## config.mk

```make
export PLATFORM = sky130hd
export DESIGN_NAME = mfsr9_fifo_ctrl_flat
export DESIGN_NICKNAME = d
export VERILOG_FILES = /design/src/rtl/mfsr9_fifo_ctrl_if.sv /design/src/rtl/mfsr9_fifo_ctrl.sv /design/src/flat_wrapper.sv
export SDC_FILE = /design/constraint.sdc
export NUM_CORES = 1
export LEC_CHECK = 0
export ABC_AREA = 1
export BUFFER_PORTS_ARGS = -buffer_cell sky130_fd_sc_hd__buf_2
export CAP_MARGIN = 20
export CORE_ASPECT_RATIO = 1.4
export CORE_MARGIN = 2
export CORE_UTILIZATION = 45
export CTS_CLUSTER_DIAMETER = 100
export CTS_CLUSTER_SIZE = 16
export DETAILED_ROUTE_END_ITERATION = 8
export GPL_TIMING_DRIVEN = 0
export PLACE_DENSITY_LB_ADDON = 0.25
export SETUP_SLACK_MARGIN = 0.3
export SLEW_MARGIN = 20
export SYNTH_ARGS = -nofsm -noshare
export SYNTH_HDL_FRONTEND = slang
export SYNTH_SLANG_ARGS = --single-unit
```

## constraint.sdc

```tcl
create_clock -name clock_i -period 1.6 [get_ports clock_i]
set_clock_uncertainty 0.1 [all_clocks]
set_input_delay 0.32 -clock clock_i [delete_from_list [all_inputs] [get_ports clock_i]]
set_output_delay 0.32 -clock clock_i [all_outputs]
set_load 0.005 [all_outputs]
```

## src/rtl/mfsr9_fifo_ctrl_if.sv

```systemverilog
// Request/status bundle between a FIFO user and the MFSR-addressed pointer/flag controller.
interface mfsr9_fifo_ctrl_if;
    localparam int unsigned PTR_W = 9;

    logic             wr_i;
    logic             rd_i;
    logic             clr_err_i;
    logic [PTR_W-1:0] wr_ptr_o;
    logic [PTR_W-1:0] rd_ptr_o;
    logic             wr_en_o;
    logic             rd_en_o;
    logic [PTR_W-1:0] level_o;
    logic             full_o;
    logic             empty_o;
    logic             afull_o;
    logic             aempty_o;
    logic             ovf_o;
    logic             unf_o;

    modport slave (
        input  wr_i, rd_i, clr_err_i,
        output wr_ptr_o, rd_ptr_o, wr_en_o, rd_en_o, level_o,
               full_o, empty_o, afull_o, aempty_o, ovf_o, unf_o
    );

    modport master (
        output wr_i, rd_i, clr_err_i,
        input  wr_ptr_o, rd_ptr_o, wr_en_o, rd_en_o, level_o,
               full_o, empty_o, afull_o, aempty_o, ovf_o, unf_o
    );
endinterface

```

## src/rtl/mfsr9_fifo_ctrl.sv

```systemverilog
// Pointer, occupancy and flag controller for a 511-entry FIFO whose RAM is addressed in 9-bit MFSR order.
module mfsr9_fifo_ctrl #(
    parameter int unsigned AFULL  = 480,
    parameter int unsigned AEMPTY = 16
) (
    input  logic                clock_i,
    input  logic                reset_i,
    mfsr9_fifo_ctrl_if.slave    bus
);
    localparam int unsigned PTR_W = 9;
    localparam logic [PTR_W-1:0] PTR_RST  = PTR_W'(1);
    localparam logic [PTR_W-1:0] LVL_MAX  = PTR_W'(511);
    localparam logic [PTR_W-1:0] AFULL_L  = PTR_W'(AFULL);
    localparam logic [PTR_W-1:0] AEMPTY_L = PTR_W'(AEMPTY);

    // x^9 + x^5 + 1 shift step, period 511; all-zeros is unreachable from PTR_RST
    function automatic logic [PTR_W-1:0] mfsr_next(input logic [PTR_W-1:0] q);
        return {q[7:0], q[8] ^ q[4]};
    endfunction

    logic [PTR_W-1:0] wr_ptr_q, wr_ptr_d;
    logic [PTR_W-1:0] rd_ptr_q, rd_ptr_d;
    logic [PTR_W-1:0] level_q,  level_d;
    logic             full_q,   full_d;
    logic             empty_q,  empty_d;
    logic             afull_q,  afull_d;
    logic             aempty_q, aempty_d;
    logic             ovf_q,    ovf_d;
    logic             unf_q,    unf_d;
    logic             wr_en_c,  rd_en_c;

    always_comb begin
        wr_en_c  = 1'b0;
        rd_en_c  = 1'b0;
        wr_ptr_d = wr_ptr_q;
        rd_ptr_d = rd_ptr_q;
        level_d  = level_q;

        // A read alongside a write frees the slot when full; reads never fall through when empty
        wr_en_c = bus.wr_i & (~full_q | bus.rd_i);
        rd_en_c = bus.rd_i & ~empty_q;

        if (wr_en_c) wr_ptr_d = mfsr_next(wr_ptr_q);
        if (rd_en_c) rd_ptr_d = mfsr_next(rd_ptr_q);

        if (wr_en_c && !rd_en_c) begin
            level_d = level_q + PTR_W'(1);
        end else if (!wr_en_c && rd_en_c) begin
            level_d = level_q - PTR_W'(1);
        end

        full_d   = (level_d == LVL_MAX);
        empty_d  = (level_d == '0);
        afull_d  = (level_d >= AFULL_L);
        aempty_d = (level_d <= AEMPTY_L);

        // Sticky errors: a new event in the clearing cycle wins over the clear
        ovf_d = (bus.wr_i & full_q & ~bus.rd_i) | (ovf_q & ~bus.clr_err_i);
        unf_d = (bus.rd_i & empty_q)            | (unf_q & ~bus.clr_err_i);
    end

    always_ff @(posedge clock_i) begin
        if (reset_i) begin
            wr_ptr_q <= PTR_RST;
            rd_ptr_q <= PTR_RST;
            level_q  <= '0;
            full_q   <= 1'b0;
            empty_q  <= 1'b1;
            afull_q  <= 1'b0;
            aempty_q <= 1'b1;
            ovf_q    <= 1'b0;
            unf_q    <= 1'b0;
        end else begin
            wr_ptr_q <= wr_ptr_d;
            rd_ptr_q <= rd_ptr_d;
            level_q  <= level_d;
            full_q   <= full_d;
            empty_q  <= empty_d;
            afull_q  <= afull_d;
            aempty_q <= aempty_d;
            ovf_q    <= ovf_d;
            unf_q    <= unf_d;
        end
    end

    assign bus.wr_ptr_o = wr_ptr_q;
    assign bus.rd_ptr_o = rd_ptr_q;
    assign bus.wr_en_o  = wr_en_c;
    assign bus.rd_en_o  = rd_en_c;
    assign bus.level_o  = level_q;
    assign bus.full_o   = full_q;
    assign bus.empty_o  = empty_q;
    assign bus.afull_o  = afull_q;
    assign bus.aempty_o = aempty_q;
    assign bus.ovf_o    = ovf_q;
    assign bus.unf_o    = unf_q;
endmodule

```

## src/flat_wrapper.sv

```systemverilog
// flat-port wrapper written by rule: the top's interface ports become plain ports
module mfsr9_fifo_ctrl_flat 
#(
    parameter int unsigned AFULL  = 480,
    parameter int unsigned AEMPTY = 16
)
  (clock_i, reset_i, bus_wr_i, bus_rd_i, bus_clr_err_i, bus_wr_ptr_o, bus_rd_ptr_o, bus_wr_en_o, bus_rd_en_o, bus_level_o, bus_full_o, bus_empty_o, bus_afull_o, bus_aempty_o, bus_ovf_o, bus_unf_o);
  mfsr9_fifo_ctrl_if bus_i ();
  input  logic clock_i;
  input  logic reset_i;
  input wire logic [$bits(bus_i.wr_i)-1:0] bus_wr_i;
  input wire logic [$bits(bus_i.rd_i)-1:0] bus_rd_i;
  input wire logic [$bits(bus_i.clr_err_i)-1:0] bus_clr_err_i;
  output wire logic [$bits(bus_i.wr_ptr_o)-1:0] bus_wr_ptr_o;
  output wire logic [$bits(bus_i.rd_ptr_o)-1:0] bus_rd_ptr_o;
  output wire logic [$bits(bus_i.wr_en_o)-1:0] bus_wr_en_o;
  output wire logic [$bits(bus_i.rd_en_o)-1:0] bus_rd_en_o;
  output wire logic [$bits(bus_i.level_o)-1:0] bus_level_o;
  output wire logic [$bits(bus_i.full_o)-1:0] bus_full_o;
  output wire logic [$bits(bus_i.empty_o)-1:0] bus_empty_o;
  output wire logic [$bits(bus_i.afull_o)-1:0] bus_afull_o;
  output wire logic [$bits(bus_i.aempty_o)-1:0] bus_aempty_o;
  output wire logic [$bits(bus_i.ovf_o)-1:0] bus_ovf_o;
  output wire logic [$bits(bus_i.unf_o)-1:0] bus_unf_o;
  assign bus_i.wr_i = bus_wr_i;
  assign bus_i.rd_i = bus_rd_i;
  assign bus_i.clr_err_i = bus_clr_err_i;
  assign bus_wr_ptr_o = bus_i.wr_ptr_o;
  assign bus_rd_ptr_o = bus_i.rd_ptr_o;
  assign bus_wr_en_o = bus_i.wr_en_o;
  assign bus_rd_en_o = bus_i.rd_en_o;
  assign bus_level_o = bus_i.level_o;
  assign bus_full_o = bus_i.full_o;
  assign bus_empty_o = bus_i.empty_o;
  assign bus_afull_o = bus_i.afull_o;
  assign bus_aempty_o = bus_i.aempty_o;
  assign bus_ovf_o = bus_i.ovf_o;
  assign bus_unf_o = bus_i.unf_o;
  mfsr9_fifo_ctrl #(.AFULL(AFULL), .AEMPTY(AEMPTY)) u_core (.clock_i(clock_i), .reset_i(reset_i), .bus(bus_i));
endmodule
```

==> results of run 1 <==
==> where the power goes <==
part / switching (mW) / internal (mW) / total, mW
clock network: 0.295 / 0.341 / 0.636
logic: 0.343 / 0.268 / 0.611
registers: 0.0679 / 0.892 / 0.960
total: 0.705 / 1.50 / 2.21
==> worst max-delay path, stage by stage (launching register included) <==
cell                       delay, ps
sky130_fd_sc_hd__dfxtp_2         320
sky130_fd_sc_hd__inv_2            70
sky130_fd_sc_hd__nand3b_1        150
sky130_fd_sc_hd__buf_6           180
sky130_fd_sc_hd__nor2_4          150
sky130_fd_sc_hd__nand3_2         120
sky130_fd_sc_hd__nand2_2         100
sky130_fd_sc_hd__nand2_2          60
sky130_fd_sc_hd__nand2_4         100
sky130_fd_sc_hd__nor2_4           40
sky130_fd_sc_hd__nand3_2          70
sky130_fd_sc_hd__nand3_2          70
==> cell usage in the layout (no fill, tap or decap), types with 2 or more instances in the layout <==
cell and instances:
sky130_fd_sc_hd__a21oi_1 6, sky130_fd_sc_hd__buf_2 37, sky130_fd_sc_hd__buf_4 7, sky130_fd_sc_hd__buf_6 9, sky130_fd_sc_hd__clkbuf_1 3, sky130_fd_sc_hd__clkbuf_8 6
sky130_fd_sc_hd__dfxtp_1 26, sky130_fd_sc_hd__dfxtp_2 4, sky130_fd_sc_hd__dfxtp_4 3, sky130_fd_sc_hd__ha_4 2, sky130_fd_sc_hd__inv_1 12, sky130_fd_sc_hd__inv_2 5
sky130_fd_sc_hd__nand2_1 30, sky130_fd_sc_hd__nand2_2 14, sky130_fd_sc_hd__nand2_4 5, sky130_fd_sc_hd__nand3_1 16, sky130_fd_sc_hd__nand3_2 9, sky130_fd_sc_hd__nand4_1 5
sky130_fd_sc_hd__nor2_1 47, sky130_fd_sc_hd__nor2_2 5, sky130_fd_sc_hd__nor2_4 5, sky130_fd_sc_hd__nor3_1 2, sky130_fd_sc_hd__nor3_2 2, sky130_fd_sc_hd__o21ai_0 19
sky130_fd_sc_hd__o21ai_1 4, sky130_fd_sc_hd__xnor2_1 2
==> sequential cells by signal, indices dropped and copies added (netlist names) <==
name                 count
u_core.bus.ovf_o         1
u_core.bus.empty_o       1
u_core.bus.unf_o         1
u_core.bus.rd_ptr_o      9
u_core.bus.level_o       9
u_core.bus.afull_o       1
u_core.bus.aempty_o      1
u_core.bus.wr_ptr_o      9
u_core.bus.full_o        1
==> per-layer routing <==
metal,global-route usage [%],up-vias,routed length (um)
li1,-,898,-
met1,22.7,803,1790
met5,0,-,0
met4,10.0,0,156
met3,4.92,15,217
met2,38.7,50,2300
==> kinds of logic (layout without fill, tap and decap cells) <==
family                     count (synthesis)  count (layout)  share of synthesized area, %
buffers and inverters                     28              85                          7.27
adders and majority gates                  2               2                          1.48
and+or+nand+nor                          144             144                          40.5
AOI/OAI and AO/OA                         32              32                          9.95
DFF                                       33              33                          39.2
xor gates and xnor gates                   3               3                          1.56
==> synthesized netlist by cell type, drive strengths merged (2+ instances only) <==
cell type,n
clkbuf,4
dfxtp,33
nand4,6
xnor2,2
inv,19
buf,4
a21oi,6
nand3,26
o21ai,24
nor2,57
nand2,49
ha,2
nor3,4
==> final timing paths <==
check             slack [ps]                          start  cells past startpoint                                   to
setup / recovery         -50  u_core.bus.empty_o$_SDFF_PP1_                     11       u_core.bus.aempty_o$_SDFF_PP1_
hold / removal           170                        reset_i                      3  u_core.bus.rd_ptr_o[0]$_SDFFE_PP1P_
hold reg to reg          360    u_core.bus.unf_o$_SDFF_PP0_                      2          u_core.bus.unf_o$_SDFF_PP0_
setup reg to reg         -50  u_core.bus.empty_o$_SDFF_PP1_                     11       u_core.bus.aempty_o$_SDFF_PP1_
==> final cells by class <==
type	count	area, um2	share of cell area [%]
clock buffers	7	86.3	3.72
flip-flops and latches	33	677	29.1
inverters	20	92.6	3.99
multi-input cells	181	1050	45.3
well taps	42	52.6	2.26
repair buffers	50	305	13.1
plain buffers	8	57.6	2.48
==> what timing repair did <==
action                                  4_1_cts  5_1_grt
setup buffers                                 9        1
endpoints found under the setup margin       16       30
resized for setup                            21       31
cloned                                        0        1
pin swaps                                     5       18
==> impl_metrics.yaml, run 1 <==
clock_network:
  cts.htree.levels: 2
  clock_path_buffers: 2
  count_of_hold_fix_buffers_inserted_at_cts: 0
  clock_tree.root_cell: "sky130_fd_sc_hd__clkbuf_8"
  tritoncts: "done"
  cts.sinks: 33
  path_clk_slew_ps: 60
  tritoncts_buffer_count: 5
  worst_skew_pair_latency_ps: 280
logic_synthesis:
  synth_edf_count: 0
  synth_area_um2: 1690
  asyncSetResetFlopFracSynth_pct: 0
  synth_area_leaders: "sky130_fd_sc_hd__dfxtp_1, sky130_fd_sc_hd__nor2_1, sky130_fd_sc_hd__nand2_1"
  ys_warn_count: 0
  synth_seq_cells: 33
  synth_fp_nets: 249
  synth_cell_types: 31
  ys.flop_type: "sky130_fd_sc_hd__dfxtp_1"
  synth_top_area_cell: "sky130_fd_sc_hd__dfxtp_1"
  post-synth-top-area-fraction_pct: 39.2
  syn-mean-instance-area_um2: 6.96
  share_of_synthesized_area_occupied_by_flip_flops_and_latches_pct: 39.2
  syn_inst: 242
sta:
  worst_pin_slew_ps: 502
  max_freq_ghz: 0.605
  finalWorstPathRequiredPeriod_ps: 1650
  number_of_hold_violations_in_the_final_report: 0
  fin_hold_ws_ps: 166
  slew_headroom_pct: 66.5
  rsz0062_at_grt: "yes"
  fin_crit_sh_pct: 103
  report.final.slew_viol_count: 0
  finalSetupViolations: 3
  setup-tns-final_ps: -131
  pnr_worst_setup_slack_ps: -52.5
die:
  initial_core_util_pct: 46.7
  fp.dieArea_um2: 4260
  fp.dieH_um: 76.4
  io_pins: 40
  die-width_um: 55.7
  area_of_the_core_um2: 3610
  placement_rows: 26
layout:
  layoutNonFillerInstCount: 341
  post_route_cell_area_um2: 2320
  n_fill_cell: 325
  final_core_utilization_pct: 64.3
  area_growth_pct: 37.8
  antenna_cells_inserted: 0
  num-nets-final: 306
  final_layout_size_suffix_gt1_share_pct: 40.8
power_and_ir_drop:
  power.total_mw: 2.21
  power.density_nw_per_um2: 950
  vdd.ir_drop.worst_uv: 891
  p_leak_nw: 1.07
drt:
  detail_route.wirelength_um: 4460
  ant_nets: 0
  dr_total_vias: 1766
  via_per_inst: 5.18
  post-route-drc-count: 0
  avgRoutedWirePerCell_um: 13.1
  first_pass_iteration_count_of_the_detailed_router: 4
  detail_route.iter0.violations: 48
min_path:
  worst_hold_path_type: "input pin to register"
placement:
  place_inst: 323
  finalWeightedCongestion: 0.783
  place.port_buffers: 39
  place_area_um2: 1990
  place_ws_ps: -141
  place_hpwl_um: 2980
run:
  max_cap_viol_count: 0
critical_path:
  cp_data_arrival_time_ps: 1710
  critPathLaunchType: "register"
  critical_path.endpoint_type: "register"
  cp_data_required_time_ps: 1660
  worst-setup-path-type: "register to register"
  cp_max_fo: 5
global_routing:
  grt_start_max_net_pins: 11
  grtUsageTotal_pct: 21.3
  grt_antenna_before_repair: 0
  overflow: 0
  first_global_vias: 1650
  grt_pass1_wl_um: 7220
status:
  violations: "negative setup slack"
  run_status: "finished, violations left"
No activity file was read; power rests on OpenSTA's default activity.
==> inputs of run 2 (changes only) <==
clock period = 1.7 ns   (was 1.6 ns; I/O delays follow)
==> impl_metrics.yaml, run 2 (same netlist as run 1, synthesis figures left out) <==
critical_path:
  crit_family: "simple AND/OR/NAND/NOR gates"
  critPathLaunchType: "register"
  cp_data_arrival_time_ps: 1610
  cp_num_buf_inv: 1
  r2r-start: "u_core.bus.level_o[1]$_SDFF_PP0_"
  crit_chain: "inv_2, ha_4, nand2_2, nor2_4, nand4_2, nand2_1, nand2_1, nand2_2, nor2_1, nand3_1, nand3_1"
  critical-path-slowest-cell: "sky130_fd_sc_hd__dfxtp_4"
  critical_path.reg2reg.endpoint: "u_core.bus.aempty_o$_SDFF_PP1_"
  worst_r2r_path_depth: 11
  critical_path.endpoint_type: "register"
  worst-setup-path-type: "register to register"
  cp_max_fo: 5
  rrSetupSlack_ps: 150
  cp_data_required_time_ps: 1760
  crit_path_max_incr_delay_ps: 380
placement:
  place.port_buffers: 39
  place_hpwl_um: 2920
  place_inst: 323
  finalWeightedCongestion: 0.808
  place_area_um2: 1960
  place_ws_ps: -12.5
layout:
  post_route_cell_area_um2: 2310
  leading_cell_type_in_the_layout_fill_and_taps_excluded: "sky130_fd_sc_hd__nor2_1"
  final_layout_size_suffix_gt1_share_pct: 39.9
  final_core_utilization_pct: 64.0
  most-common-layout-cells: "sky130_fd_sc_hd__nor2_1, sky130_fd_sc_hd__buf_2, sky130_fd_sc_hd__nand2_1"
  layoutNonFillerInstCount: 343
  num-nets-final: 307
  antenna_cells_inserted: 0
  area_growth_pct: 37.0
min_path:
  timing.hold.worst.start: "reset_i"
  terminating_pin_of_the_worst_hold_path: "u_core.bus.rd_ptr_o[0]$_SDFFE_PP1P_"
  worstHoldPathCells: 3
  worst_hold_path_type: "input pin to register"
drt:
  dr_total_vias: 1737
  via_per_inst: 5.06
  avgRoutedWirePerCell_um: 12.5
  first_pass_iteration_count_of_the_detailed_router: 4
  ant_nets: 0
  detail_route.iter0.violations: 46
  post-route-drc-count: 0
  detail_route.wirelength_um: 4300
die:
  die-width_um: 55.7
  io_pins: 40
  initial_core_util_pct: 46.7
  area_of_the_core_um2: 3610
  placement_rows: 26
  fp.dieArea_um2: 4260
  fp.dieH_um: 76.4
clock_network:
  tritoncts: "done"
  tritoncts_buffer_count: 5
  count_of_hold_fix_buffers_inserted_at_cts: 0
  cts.sinks: 33
  path_clk_slew_ps: 70
  worst_skew_pair_latency_ps: 290
  clock_path_buffers: 2
  clock_tree.root_cell: "sky130_fd_sc_hd__clkbuf_8"
  cts.htree.levels: 2
status:
  run_status: "completed"
global_routing:
  overflow: 0
  grt_antenna_before_repair: 0
  grt_start_max_net_pins: 12
  first_global_vias: 1586
  grt_pass1_wl_um: 7000
  grtUsageTotal_pct: 20.4
sta:
  number_of_hold_violations_in_the_final_report: 0
  slew_headroom_pct: 59.3
  rsz0062_at_grt: "yes"
  report.final.slew_viol_count: 0
  pnr_worst_setup_slack_ps: 149
  fin_crit_sh_pct: 91.2
  finalSetupViolations: 0
  finalWorstPathRequiredPeriod_ps: 1550
  max_freq_ghz: 0.645
  worst_pin_slew_ps: 610
power_and_ir_drop:
  vdd.ir_drop.worst_uv: 828
  power.density_nw_per_um2: 937
  p_leak_nw: 1.07
  power.total_mw: 2.16
run:
  max_cap_viol_count: 0
==> run 2: what timing repair did <==
action,in CTS,in global routing
setup buffers,6,5
endpoints found under the hold margin,0,0
gates cloned,0,1
endpoints found under the setup margin,11,13
pin swaps,8,6
resized for setup,21,27
==> run 2: final cells by class <==
class,count,area (um2)
Inverter,20,95.1
Clock buffer,7,108
Buffer,8,48.8
Fill cell,325,1300
Sequential cell,33,676
Clock inverter,1,7.51
Tap cell,42,52.6
Multi-Input combinational cell,181,1030
Timing Repair Buffer,51,293
==> run 2: worst max-delay path by stage <==
| stage | startpoint | to | depth (start not counted) |
|---|---|---|---|
| after floorplan | u_core.bus.level_o[0]$_SDFF_PP0_ | u_core.bus.aempty_o$_SDFF_PP1_ | 10 |
| after global placement | bus_wr_i | u_core.bus.full_o$_SDFF_PP0_ | 10 |
| after detailed placement | bus_wr_i | u_core.bus.full_o$_SDFF_PP0_ | 10 |
| after CTS | u_core.bus.full_o$_SDFF_PP0_ | bus_wr_en_o | 4 |
| after global routing | u_core.bus.level_o[1]$_SDFF_PP0_ | u_core.bus.empty_o$_SDFF_PP1_ | 10 |
| final | u_core.bus.level_o[1]$_SDFF_PP0_ | u_core.bus.aempty_o$_SDFF_PP1_ | 11 |
==> run 2: worst reg2reg max path, cell delays in order (launching register included) <==
cell	delay, ps
sky130_fd_sc_hd__dfxtp_4	380
sky130_fd_sc_hd__inv_2	70
sky130_fd_sc_hd__ha_4	160
sky130_fd_sc_hd__nand2_2	80
sky130_fd_sc_hd__nor2_4	130
sky130_fd_sc_hd__nand4_2	90
sky130_fd_sc_hd__nand2_1	70
sky130_fd_sc_hd__nand2_1	50
sky130_fd_sc_hd__nand2_2	100
sky130_fd_sc_hd__nor2_1	60
sky130_fd_sc_hd__nand3_1	60
sky130_fd_sc_hd__nand3_1	70
==> run 2: per-layer routing <==
| metal | up-vias | track usage [%] | part of all wire, % |
|---|---|---|---|
| li1 | 902 | - | - |
| met1 | 786 | 22.5 | 41 |
| met2 | 42 | 36.3 | 53 |
| met3 | 7 | 4.92 | 4.2 |
| met4 | 0 | 8.78 | 1.6 |
| met5 | - | 0 | 0 |
==> run 2: report_power, final <==
part           total [mW]  internal [mW]  switching, mW
registers           0.902          0.838         0.0638
clock network       0.720          0.417          0.303
logic               0.541          0.231          0.310
==> run 2: stage by stage <==
stage | hold slack, ps | TNS [ps]
after CTS | 186 | 0
final | 195 | 0
after detailed placement | 353 | -17.8
after floorplan | 340 | 0
after global placement | 348 | -0.471
after global routing | 220 | 0
